$ cat src/rtl/number_assembler.sv
// Accumulates ASCII decimal digit tokens into saturating unsigned integers.
// Emits a one-cycle strobe when a separator or flush ends a token; tokens with other bytes are dropped.
module number_assembler #(
    parameter int unsigned WIDTH      = 16,
    parameter int unsigned MAX_DIGITS = 5
) (
    input  logic             clk,
    input  logic             rst,
    input  logic             valid_in,
    input  logic [7:0]       data_in,
    input  logic             is_number,
    input  logic             is_white,
    input  logic             flush,
    output logic [WIDTH-1:0] num_out,
    output logic             num_valid,
    output logic             num_overflow,
    output logic             err_token,
    output logic             busy
);

    localparam int unsigned     CW   = $clog2(MAX_DIGITS + 2);
    localparam logic [WIDTH+3:0] TEN  = (WIDTH + 4)'(10);
    localparam logic [WIDTH+3:0] MAXV = {4'b0000, {WIDTH{1'b1}}};
    localparam logic [CW-1:0]    CMAX = CW'(MAX_DIGITS);

    typedef enum logic [1:0] {IDLE, ACCUM, DISCARD} state_t;

    state_t           state_q;
    logic [WIDTH-1:0] acc_q, acc_d, num_q;
    logic [CW-1:0]    cnt_q, cnt_d, cnt_inc;
    logic             ovf_q, ovf_d;
    logic             num_valid_q, num_ovf_q, err_q, busy_q;
    logic [3:0]       d;
    logic [WIDTH+3:0] mac;
    logic             take, is_dig, is_sep, is_oth;
    logic             unused_hi;

    assign d         = data_in[3:0];
    assign unused_hi = ^data_in[7:4];

    always_comb begin
        // flush takes priority over any byte presented in the same cycle
        take    = valid_in & ~flush;
        is_dig  = take & is_number;
        is_sep  = take & ~is_number & is_white;
        is_oth  = take & ~is_number & ~is_white;
        mac     = {4'b0000, acc_q} * TEN + {{WIDTH{1'b0}}, d};
        cnt_inc = cnt_q + {{(CW-1){1'b0}}, (mac != '0)};
        acc_d   = acc_q;
        cnt_d   = cnt_q;
        ovf_d   = ovf_q;
        if (ovf_q || (mac > MAXV) || (cnt_inc > CMAX)) begin
            acc_d = '1;
            ovf_d = 1'b1;
        end else begin
            acc_d = mac[WIDTH-1:0];
            cnt_d = cnt_inc;
        end
    end

    always_ff @(posedge clk or posedge rst) begin
        if (rst) begin
            state_q     <= IDLE;
            acc_q       <= '0;
            cnt_q       <= '0;
            ovf_q       <= 1'b0;
            num_q       <= '0;
            num_valid_q <= 1'b0;
            num_ovf_q   <= 1'b0;
            err_q       <= 1'b0;
            busy_q      <= 1'b0;
        end else begin
            num_valid_q <= 1'b0;
            err_q       <= 1'b0;
            unique case (state_q)
                IDLE: begin
                    if (is_dig) begin
                        acc_q   <= {{(WIDTH-4){1'b0}}, d};
                        cnt_q   <= {{(CW-1){1'b0}}, (d != 4'd0)};
                        ovf_q   <= 1'b0;
                        state_q <= ACCUM;
                        busy_q  <= 1'b1;
                    end else if (is_oth) begin
                        err_q   <= 1'b1;
                        state_q <= DISCARD;
                        busy_q  <= 1'b1;
                    end
                end
                ACCUM: begin
                    if (flush || is_sep) begin
                        num_q       <= acc_q;
                        num_ovf_q   <= ovf_q;
                        num_valid_q <= 1'b1;
                        state_q     <= IDLE;
                        busy_q      <= 1'b0;
                    end else if (is_dig) begin
                        acc_q <= acc_d;
                        cnt_q <= cnt_d;
                        ovf_q <= ovf_d;
                    end else if (is_oth) begin
                        err_q   <= 1'b1;
                        state_q <= DISCARD;
                    end
                end
                DISCARD: begin
                    if (flush || is_sep) begin
                        state_q <= IDLE;
                        busy_q  <= 1'b0;
                    end
                end
                default: begin
                    state_q <= IDLE;
                    busy_q  <= 1'b0;
                end
            endcase
        end
    end

    assign num_out      = num_q;
    assign num_valid    = num_valid_q;
    assign num_overflow = num_ovf_q;
    assign err_token    = err_q;
    assign busy         = busy_q;

endmodule
$ cat config.mk
export PLATFORM = sky130hd
export DESIGN_NAME = number_assembler
export DESIGN_NICKNAME = d
export VERILOG_FILES = /design/src/rtl/number_assembler.sv
export SDC_FILE = /design/constraint.sdc
export NUM_CORES = 1
export LEC_CHECK = 0
export CAP_MARGIN = 20
export CORE_UTILIZATION = 50
export CTS_BUF_LIST = sky130_fd_sc_hd__clkbuf_4
export DETAILED_ROUTE_END_ITERATION = 10
export DONT_BUFFER_PORTS = 1
export PLACE_DENSITY = 0.67
export SETUP_SLACK_MARGIN = 0.05
export SLEW_MARGIN = 20
export SYNTH_ARGS = -nofsm -noshare
export SYNTH_HDL_FRONTEND = slang
export SYNTH_SLANG_ARGS = --single-unit
export TNS_END_PERCENT = 5
$ cat constraint.sdc
create_clock -name clk -period 7.4 [get_ports clk]
set_input_delay 0.74 -clock clk [delete_from_list [all_inputs] [get_ports clk]]
set_output_delay 0.74 -clock clk [all_outputs]
set_load 0.02 [all_outputs]
## After elaboration in Yosys (flattened, before gate mapping)

Cells that the tools add are included.

| operators by class | value |
|---|---|
| mux-type cells | 31 |
| bitwise operators | 8 |
| multipliers | 1 |
| add/subtract/negate cells | 2 |
| reductions and logical operators | 14 |
| equality and inequality tests | 11 |
| order comparisons | 2 |

Operators by type and width:

| operator | count |
|---|---|
| $mux 16 | 4 |
| $pmux 16 s2 | 1 |
| $add 20x4->20 | 1 |
| $gt 20x16->1 const B | 1 |
| $reduce_bool 20->1 | 1 |
| $mul 16x3->19 const B | 1 |
| $mux 1 | 12 |
| $mux 3 | 4 |
| $ne 2x2->1 const B | 6 |
| $mux 2 | 5 |
| $reduce_and 5->1 | 2 |
| $ne 3x3->1 const B | 2 |
| $pmux 1 s2 | 3 |
| $pmux 2 s3 | 1 |
| $pmux 3 s2 | 1 |
| $reduce_and 2->1 | 3 |
| $and 1x1->1 | 5 |
| $reduce_and 4->1 | 1 |
| $reduce_bool 4->1 | 1 |
| $add 3x1->3 | 1 |
| $gt 3x3->1 const B | 1 |
| $logic_or 1x1->1 | 3 |
| $not 1->1 | 3 |
| $eq 2x1->1 const B | 1 |
| 5 further kinds | 5 |

| storage, ports and cells | value |
|---|---|
| output and inout port bits | 20 |
| register bits | 42 |
| logic and storage cells | 78 |
| input bits | 14 |

## Longest topological paths before layout

Gate-level depths: netlist of run 1.

| depth | value |
|---|---|
| depth after elaboration | 10 |
| mapped depth | 23 |
| depth with buffers taken out | 22 |

## Worst setup path after synthesis of run 1

OpenSTA, ideal clock, no wires.

| timing | value |
|---|---|
| path type | flip-flop to flip-flop |
| start | register acc_q[1] |
| end | register cnt_q[2] |
| buffers on the path | 1 |
| cell stages (with the launch flop) | 23 |
| required time | 7276 ps |
| setup time | 124 ps |
| setup slack | 2243 ps |
| arrival time | 5033 ps |
| period minus slack after synthesis | 5157 ps |
| cells stage by stage | dfrtp_1 > ha_1 > ha_1 > inv_1 > fa_1 > nor2b_4 > o2111a_1 > o21ai_1 > a31oi_2 > mux2_2 > o21a_1 > nor3_2 > mux2i_1 > or4_1 > ha_1 > ha_1 > xor2_1 > a21o_1 > nor4_1 > mux2_4 > buf_6 > a21oi_1 > a211o_1 |

| on the way | value |
|---|---|
| longest elaborated chain between the ends | 8 |
| elaborated cells on any way between the ends | 14 |
| those cells by class | 2 x add/sub; 1 x mul; 2 x order compare; 1 x eq/ne; 4 x mux; 4 x reduce/logical |

RTL lines:

| what | RTL line | text |
|---|---|---|
| start: declaration | 29 | `logic [WIDTH-1:0] acc_q, acc_d, num_q;` |
| start signal: assignment | 78 | `acc_q <= {{(WIDTH-4){1'b0}}, d};` |
| $mul 16x3->19 * | 47 | `mac = {4'b0000, acc_q} * TEN + {{WIDTH{1'b0}}, d};` |
| $add 20x4->20 * | 47 |  |
| $reduce_bool 20->1 | 48 | `cnt_inc = cnt_q + {{(CW-1){1'b0}}, (mac != '0)};` |
| $add 3x1->3 | 48 |  |
| $gt 3x3->1 or $mux 3 (tied branches) | 52 | `if (ovf_q \|\| (mac > MAXV) \|\| (cnt_inc > CMAX)) begin` |
| $logic_or 1x1->1 or $mux 3 (tied branches) | 52, 96 |  |
| $ne 2x2->1 (no source line) or $mux 3 (tied branches) | - |  |
| $reduce_and 5->1 (no source line) or $pmux 3 s2 (tied branches) | - |  |
| end signal: assignment | 79 | `cnt_q <= {{(CW-1){1'b0}}, (d != 4'd0)};` |
| end signal: assignment | 98 | `cnt_q <= cnt_d;` |
| end: declaration | 30 | `logic [CW-1:0] cnt_q, cnt_d, cnt_inc;` |

Mark *: on every way between the ends. The rest lies on a longest branch, timed or not. The select of a mux whose other input is x is not followed.
A chain may end at the register's enable or synchronous reset.

## Worst setup path after layout of run 1

Same ends and word-level chain as after synthesis.

==> summary by stage, run 1 <==
Yosys
Yosys mapped a number of flops with a built-in enable equal to 0. Ranked by total cell area, the synthesized netlist is headed by dfrtp_1 33%, ha_1 14%, nand2_1 7.3%. After synthesis the cells add up to about 0.0032 mm2. Counting flops with an async set or reset pin after synthesis yields a share of 100%.

Counting distinct cell types in the post-synthesis netlist gives between 60 and 70. The gate count after technology mapping is ~350. The synthesized net count is 399. Of all cell types, the one taking the most synthesized area is dfrtp_1. Sequential cells were found to cover roughly 33% of the synthesized design area. The warning count from the yosys run is 0. The most instantiated flip-flop cell in the synthesis netlist is dfrtp_1. The number of synthesized register bits is between 40 and 50. In this run the mean area of a mapped cell was a little over 9 um2.

After synthesis, the largest area contributor takes up between 30 and 40% of total cell area.

STA
The setup TNS is 0 ns. The number of max-slew violations in the final report is 0. The smallest clock period supported by the final layout is computed as 5.76 ns. The final number of setup-violating endpoints is 0. Across all setup checks in the final design, the least slack found is 1.64 ns.

The fraction of the cycle the final worst path needs is slightly below 80%. The total count of hold-check failures in the final report is 0. The upper clock frequency limit is 173 MHz.

Setup repair after global routing left no endpoint under its margin. Headroom to the max-slew limit came out at 37.9%. The pin slew with the least headroom to its limit is between 0.9 and 1 ns. The worst slack on hold paths is 0.369 ns. The final worst clock skew is between 0.006 and 0.007 ns.

Cells and area
In the final layout, the share of cells above drive strength 1 is under 10%. The commonest non-fill, non-tap cell in the layout is nand2_1. The top cell types in the final layout, fill and taps aside, are 61 x nand2_1, 42 x dfrtp_1, 36 x ha_1. The number of standard cells in the layout, taps in and fillers out is 420. 0 antenna diodes ended up in the layout. The synthesis-to-finish area growth is 4.24%.

The final layout contains slightly below 400 nets.

Power and ir drop
The power per cell area is around 420 mW/mm2. The reported leakage power is 1.71 nW. VDD sags by at most 225 uV.

Floorplanning
The floorplan step defined a die boundary enclosing roughly 0.0066 mm2. The x dimension of the die is approximately 80 um. The number of core rows is 28. The initial utilization of the core area, before any placement, comes to around 53%. From bottom edge to top edge, the die measures approximately 81 um.

The area of the core is ~0.006 mm2. The count of boundary I/O pins is 34.

Detailed routing
The vias per cell is approximately 5.8. The first TritonRoute pass finished after 4 iterations. The wire length per cell after detailed routing is 15.4 um. The initial DRC count is around 130. For this run, design rule violations remaining after detail routing come to 0. The remaining antenna violation count is 0. The wire length after detailed routing is 6450 um. Across all layers, the routed design uses around 2500 vias.

GRT
The initial antenna violation count is 0. The overall global routing resource usage is 21.3%. The sum of overflow across all layers after global routing is 0. The first global-routing pass estimated ~11000 um of wire. The via count of the first global-routing pass is 2382. The pin count of the biggest net entering global routing is 43.

Setup path
The worst-case reg-to-reg path depth is 22. The worst setup path is launched from a register. The worst-path maximum fanout is 22. The register-to-register setup slack is approximately 1.6 ns.

The data required time of the worst path is between 7 and 8 ns. The reg-to-reg critical path startpoint is acc_q[1]$_DFFE_PP0P_. The worst register-to-register path ends at cnt_q[2]$_DFFE_PP0P_. The critical path is of the reg -> reg type. The endpoint kind of the worst setup timing path is a register. STA puts the critical path data arrival time at approximately 6.0 ns.

Clock network
At the later pin of the worst-skew pair, clock insertion delay measures 0.35 ns. Gates resized during post-CTS repair numbered 0. The tree built by TritonCTS fans out to 42 sinks. In this run the post-CTS setup repair buffer count came out at 0. Clock tree synthesis selected as its root buffer the cell clkbuf_4. The clock edge transition at the registers on the reported setup and hold paths is 0.13 ns. In this run the number of H-tree levels came out at 2. TritonCTS built the clock tree.

The number of clock buffers inserted by TritonCTS is 5. The number of hold buffers added after CTS is 0. The longest clock path from root to sink contains 2 buffers.

Placement
The HPWL after detailed placement is roughly 5000 um. In this run the tool buffered the top-level ports with 0 buffer cells. The cell total after placement is between 400 and 500. The setup slack at placement is ~1.7 ns. The weighted congestion reported at the end of routability-driven placement is about 0.82.

Run status
The run finished with clean final reports.

Hold path
The path class of the tightest hold or removal check is in -> async.

Flow run
The max capacitance violation total is 0.
## power breakdown
part           internal (mW)  total (mW)  switching (mW)
clock                 0.0709       0.148          0.0770
sequential             0.319       0.466           0.147
combinational          0.318       0.781           0.463
## area by class of cell
| type | count | area [um2] |
|---|---|---|
| multi-input cells | 280 | 2000 |
| inverters | 14 | 52.6 |
| repair buffers | 1 | 7.51 |
| fillers | 555 | 2700 |
| clock inverters | 3 | 45.0 |
| well taps | 75 | 93.8 |
| clock buffers | 5 | 37.5 |
| flip-flops and latches | 42 | 1050 |
## critical path, stage by stage (launching register included)
cell and delay, ns:
dfrtp_1 0.47, ha_1 0.32, ha_1 0.24, inv_1 0.08
fa_1 0.45, nor2b_4 0.16, o21ai_0 0.11, a2bb2oi_1 0.31
nand3_1 0.20, nor4_1 0.42, nor2b_1 0.26, nand3_1 0.12
xor2_1 0.26, nand3_1 0.09, or4_1 0.43, ha_1 0.21
ha_1 0.22, xor2_1 0.17, a21o_1 0.20, nor4_1 0.22
mux2_4 0.35, a21oi_1 0.11, a211o_1 0.26
## state kept, by name, indices dropped and copies added, names as in the netlist
signal / cells
acc_q: 16
busy: 1
num_valid: 1
err_token: 1
cnt_q: 3
ovf_q: 1
state_q: 2
num_out: 16
num_overflow: 1
## stage by stage
step	util (%)	total power [mW]	cell area (um2)
floorplan	-	1.11	3150
global placement	53.5	1.23	3210
detailed placement	53.5	1.25	3210
CTS	54.9	1.40	3290
global route	54.9	1.53	3290
finish	54.9	1.39	3290
## kinds of logic (layout without fill, tap and decap cells)
group                    Yosys count  after routing  synth area share [%]
buffers and inverters             25             23                  3.25
multiplexers                       4              4                  1.51
XOR/XNOR                          20             20                  5.55
AND/OR/NAND/NOR                  129            129                  20.6
flip-flops                        42             42                  33.3
adder cells (fa/ha/maj)           38             38                  15.5
AO/OA/AOI/OAI                     89             89                  20.2
## routing by layer
| layer | track usage [%] | up-vias | part of all wire (%) |
|---|---|---|---|
| li1 | - | 1243 | - |
| met5 | 0 | - | 0 |
| met3 | 3.56 | 9 | 3.4 |
| met1 | 28.8 | 1155 | 47 |
| met4 | 4.46 | 0 | 1.2 |
| met2 | 35.7 | 47 | 48 |
## Yosys cell counts, drive strengths merged (2+ instances only)
master	n
nand2	61
dfrtp	42
ha	36
a21o	22
a21oi	22
nor2	18
inv	13
xor2	12
nor3	10
o21ai	10
clkbuf	8
xnor2	8
nand3	6
nor4	6
a211oi	5
and3	5
nor2b	5
o21a	5
a311oi	4
buf	3
mux2	3
nand2b	3
nand3b	3
a31oi	2
fa	2
nor3b	2
o21bai	2
o22a	2
or3	2
## worst max-delay path by stage
stage                           end  cells after the start            startpoint
2_1_floorplan  cnt_q[2]$_DFFE_PP0P_                     22  acc_q[1]$_DFFE_PP0P_
3_3_place_gp   cnt_q[2]$_DFFE_PP0P_                     21  acc_q[1]$_DFFE_PP0P_
3_5_place_dp   cnt_q[2]$_DFFE_PP0P_                     22  acc_q[1]$_DFFE_PP0P_
4_1_cts        cnt_q[2]$_DFFE_PP0P_                     22  acc_q[1]$_DFFE_PP0P_
5_1_grt        acc_q[2]$_DFFE_PP0P_                     22  acc_q[1]$_DFFE_PP0P_
6_report       cnt_q[2]$_DFFE_PP0P_                     22  acc_q[1]$_DFFE_PP0P_
No activity file was read; power rests on OpenSTA's default activity.
==> run 2: changes to the inputs <==
clock period = 5.4 ns   (was 7.4 ns; I/O delays follow)
==> run 2 against run 1 <==
Net effect: via count rose by 4.3%; flip-flop and latch count stayed put; sequential power is 35% higher; worst setup slack got worse by 1.4 ns; hold slack got worse by 0.19 ns; die area stayed put; combinational power up 68%; routed wire length is 3.9% higher.
==> summary by stage, run 2 (synthesis gave the netlist of run 1 again) <==
Cells and area
Registers take about 0.0011 mm2. The number of nets at the end of the flow is approximately 410. After filler insertion, the fill cell instance count of the layout stands at 540. The top cell types in the final layout, fill and taps aside, are 59 x nand2_1, 42 x dfrtp_1, 34 x ha_1. 0 antenna diodes ended up in the layout. The share of post-route cells with drive strength above 1 is between 15 and 20%. The commonest non-fill, non-tap cell in the layout is nand2_1.

Summing all multi-input logic gate instances after layout gives 0.00218 mm2. The synthesis-to-finish area growth is 13.1%.

STA
The total count of hold-check failures in the final report is 0. After layout, the worst path uses a little over nine tenths of the clock period. In the final timing run, aggregate negative setup slack is 0 ns. The final number of setup-violating endpoints is 0. The pin slew with the least headroom to its limit is about 0.94 ns. Setup slack on the critical path of the routed design comes to 0.263 ns.

The minimum clock period is 5.14 ns. Setup repair after global routing left no endpoint under its margin. The upper clock frequency limit is 195 MHz. The relative max-transition margin is 37.0%. The final worst clock skew is 0.00756 ns. The number of max-slew violations in the final report came to 0.

GRT
The first global-routing pass estimated ~11000 um of wire. The via count of the first global-routing pass is ~2400. Entering global routing, the biggest net connects 43 pins. Across every metal layer, demand over resource in global routing totals between 20% and 30%.

Global routing finished with a remaining overflow of 0. The initial antenna violation count is 0.

Detailed routing
The initial DRC count is 100. The wire length per cell after detailed routing is between 15 and 20 um. The wire length after detailed routing is 6700 um. The post-route DRC violation count is 0. Dividing the detail-routed via count by the number of cells gives 5.84. The routed via count is 2559. The number of search-and-repair iterations in the first detailed-routing pass is 4. Once detail routing completed, the nets flagged for antenna violations numbered 0.

Floorplanning
The area of the core is 0.00599 mm2. The die covers 0.00663 mm2. After floorplanning, the core was divided into 28 placement rows.

The x dimension of the die is about 80 um. The floorplan die height is 81.4 um. The starting density of the core is between 50% and 60%.

The count of boundary I/O pins is 34.

Placement
The HPWL after detailed placement is about 4800 um. The setup slack at placement is between 0.05 and 0.06 ns. The count of buffers from port buffering is 0. The weighted congestion reported at the end of routability-driven placement is just over 0.8.

Setup path
The number of cells on the worst reg-to-reg path is 21. The critical setup path kind is reg -> reg. The element type at the critical path start is a register. At the worst endpoint, the required time is ~5.6 ns. Of all nets on the critical path, the largest fanout is 6. The endpoint kind of the worst setup timing path is a register. The signal arrival time at the worst endpoint is roughly 5.4 ns.

Power and ir drop
The worst-case IR drop observed on VDD is between 300 and 400 uV. The power per cell area is a little under 600 mW/mm2. The reported leakage power is between 1.5 and 2 nW.

Clock network
The root buffer cell is clkbuf_4. After clock tree synthesis, the clock-pin slew on the worst setup and hold paths is roughly 0.14 ns. The number of H-tree levels is 2. CTS saw 42 sinks. The number of clock buffers inserted by TritonCTS is 5. The buffer depth of the longest clock path is 2.

The later pin in the worst-skew pair is clocked with a latency of approximately 0.35 ns. The CTS tree is done.

Flow run
The tool flagged a number of max-cap violations equal to 0.

Hold path
The worst hold path class is in -> async.

Run status
The run finished with clean final reports.
[run 2: path summary, 6_finish.rpt]
kind,slack [ns],to,startpoint
max,0.26,cnt_q[2]$_DFFE_PP0P_,acc_q[1]$_DFFE_PP0P_
max reg2reg,0.26,cnt_q[2]$_DFFE_PP0P_,acc_q[1]$_DFFE_PP0P_
max in group asynchronous,4.87,acc_q[6]$_DFFE_PP0P_,rst
min,0.18,num_out[15]$_DFFE_PP0P_,rst
min in group clk,0.25,err_token$_DFF_PP0_,is_white
min reg2reg,0.53,num_overflow$_DFFE_PP0P_,ovf_q$_DFFE_PP0P_
[run 2: stage by stage]
step	power (mW)	utilization, %	area, um2	hold slack, ns	std cells
floorplan	1.52	-	3150	0.463	347
global placement	1.74	55.3	3310	0.487	426
detailed placement	1.76	55.3	3310	0.505	426
CTS	1.99	57.1	3420	0.188	436
global route	2.30	59.5	3570	0.223	438
finish	2.10	59.5	3570	0.176	438
[run 2: metal layers]
metal / wire [um] / GRT usage (%)
met2: 3290 / 37.2
met4: 44 / 3.57
met1: 3060 / 28.1
met3: 304 / 3.89
met5: 0 / 0
[run 2: what timing repair did]
action                     CTS  global route
setup endpoints to repair    5            20
gates cloned                 2             0
pin swaps                    0             6
setup buffers                0             2
hold buffers                 0             0
resized for setup            5            24
[run 2: cell type report]
class / instances / share of cell area [%]
Multi-Input combinational cell: 282 / 61.2
Sequential cell: 42 / 29.5
Timing Repair Buffer: 17 / 3.58
Tap cell: 75 / 2.63
Inverter: 14 / 1.47
Clock buffer: 5 / 1.05
Clock inverter: 3 / 0.596
[run 2: worst max-delay path: stages (launching register included)]
cell and delay (ns):
dfrtp_1 0.40, ha_1 0.29, ha_1 0.16, inv_1 0.05
fa_2 0.37, nor2b_4 0.14, o2111a_2 0.23, o21ai_2 0.10
a31oi_2 0.23, mux2_2 0.36, o21a_1 0.19, nor3_2 0.17
mux2i_1 0.11, or4_4 0.56, ha_1 0.20, ha_1 0.20
xor2_1 0.16, a21o_1 0.21, nor4_4 0.32, mux2_4 0.26
a21oi_1 0.07, a211o_1 0.26
[run 2: report_power, final]
group | internal (mW) | switching [mW]
clock | 0.0508 | 0.110
sequential | 0.438 | 0.191
combinational | 0.570 | 0.743
total | 1.06 | 1.04
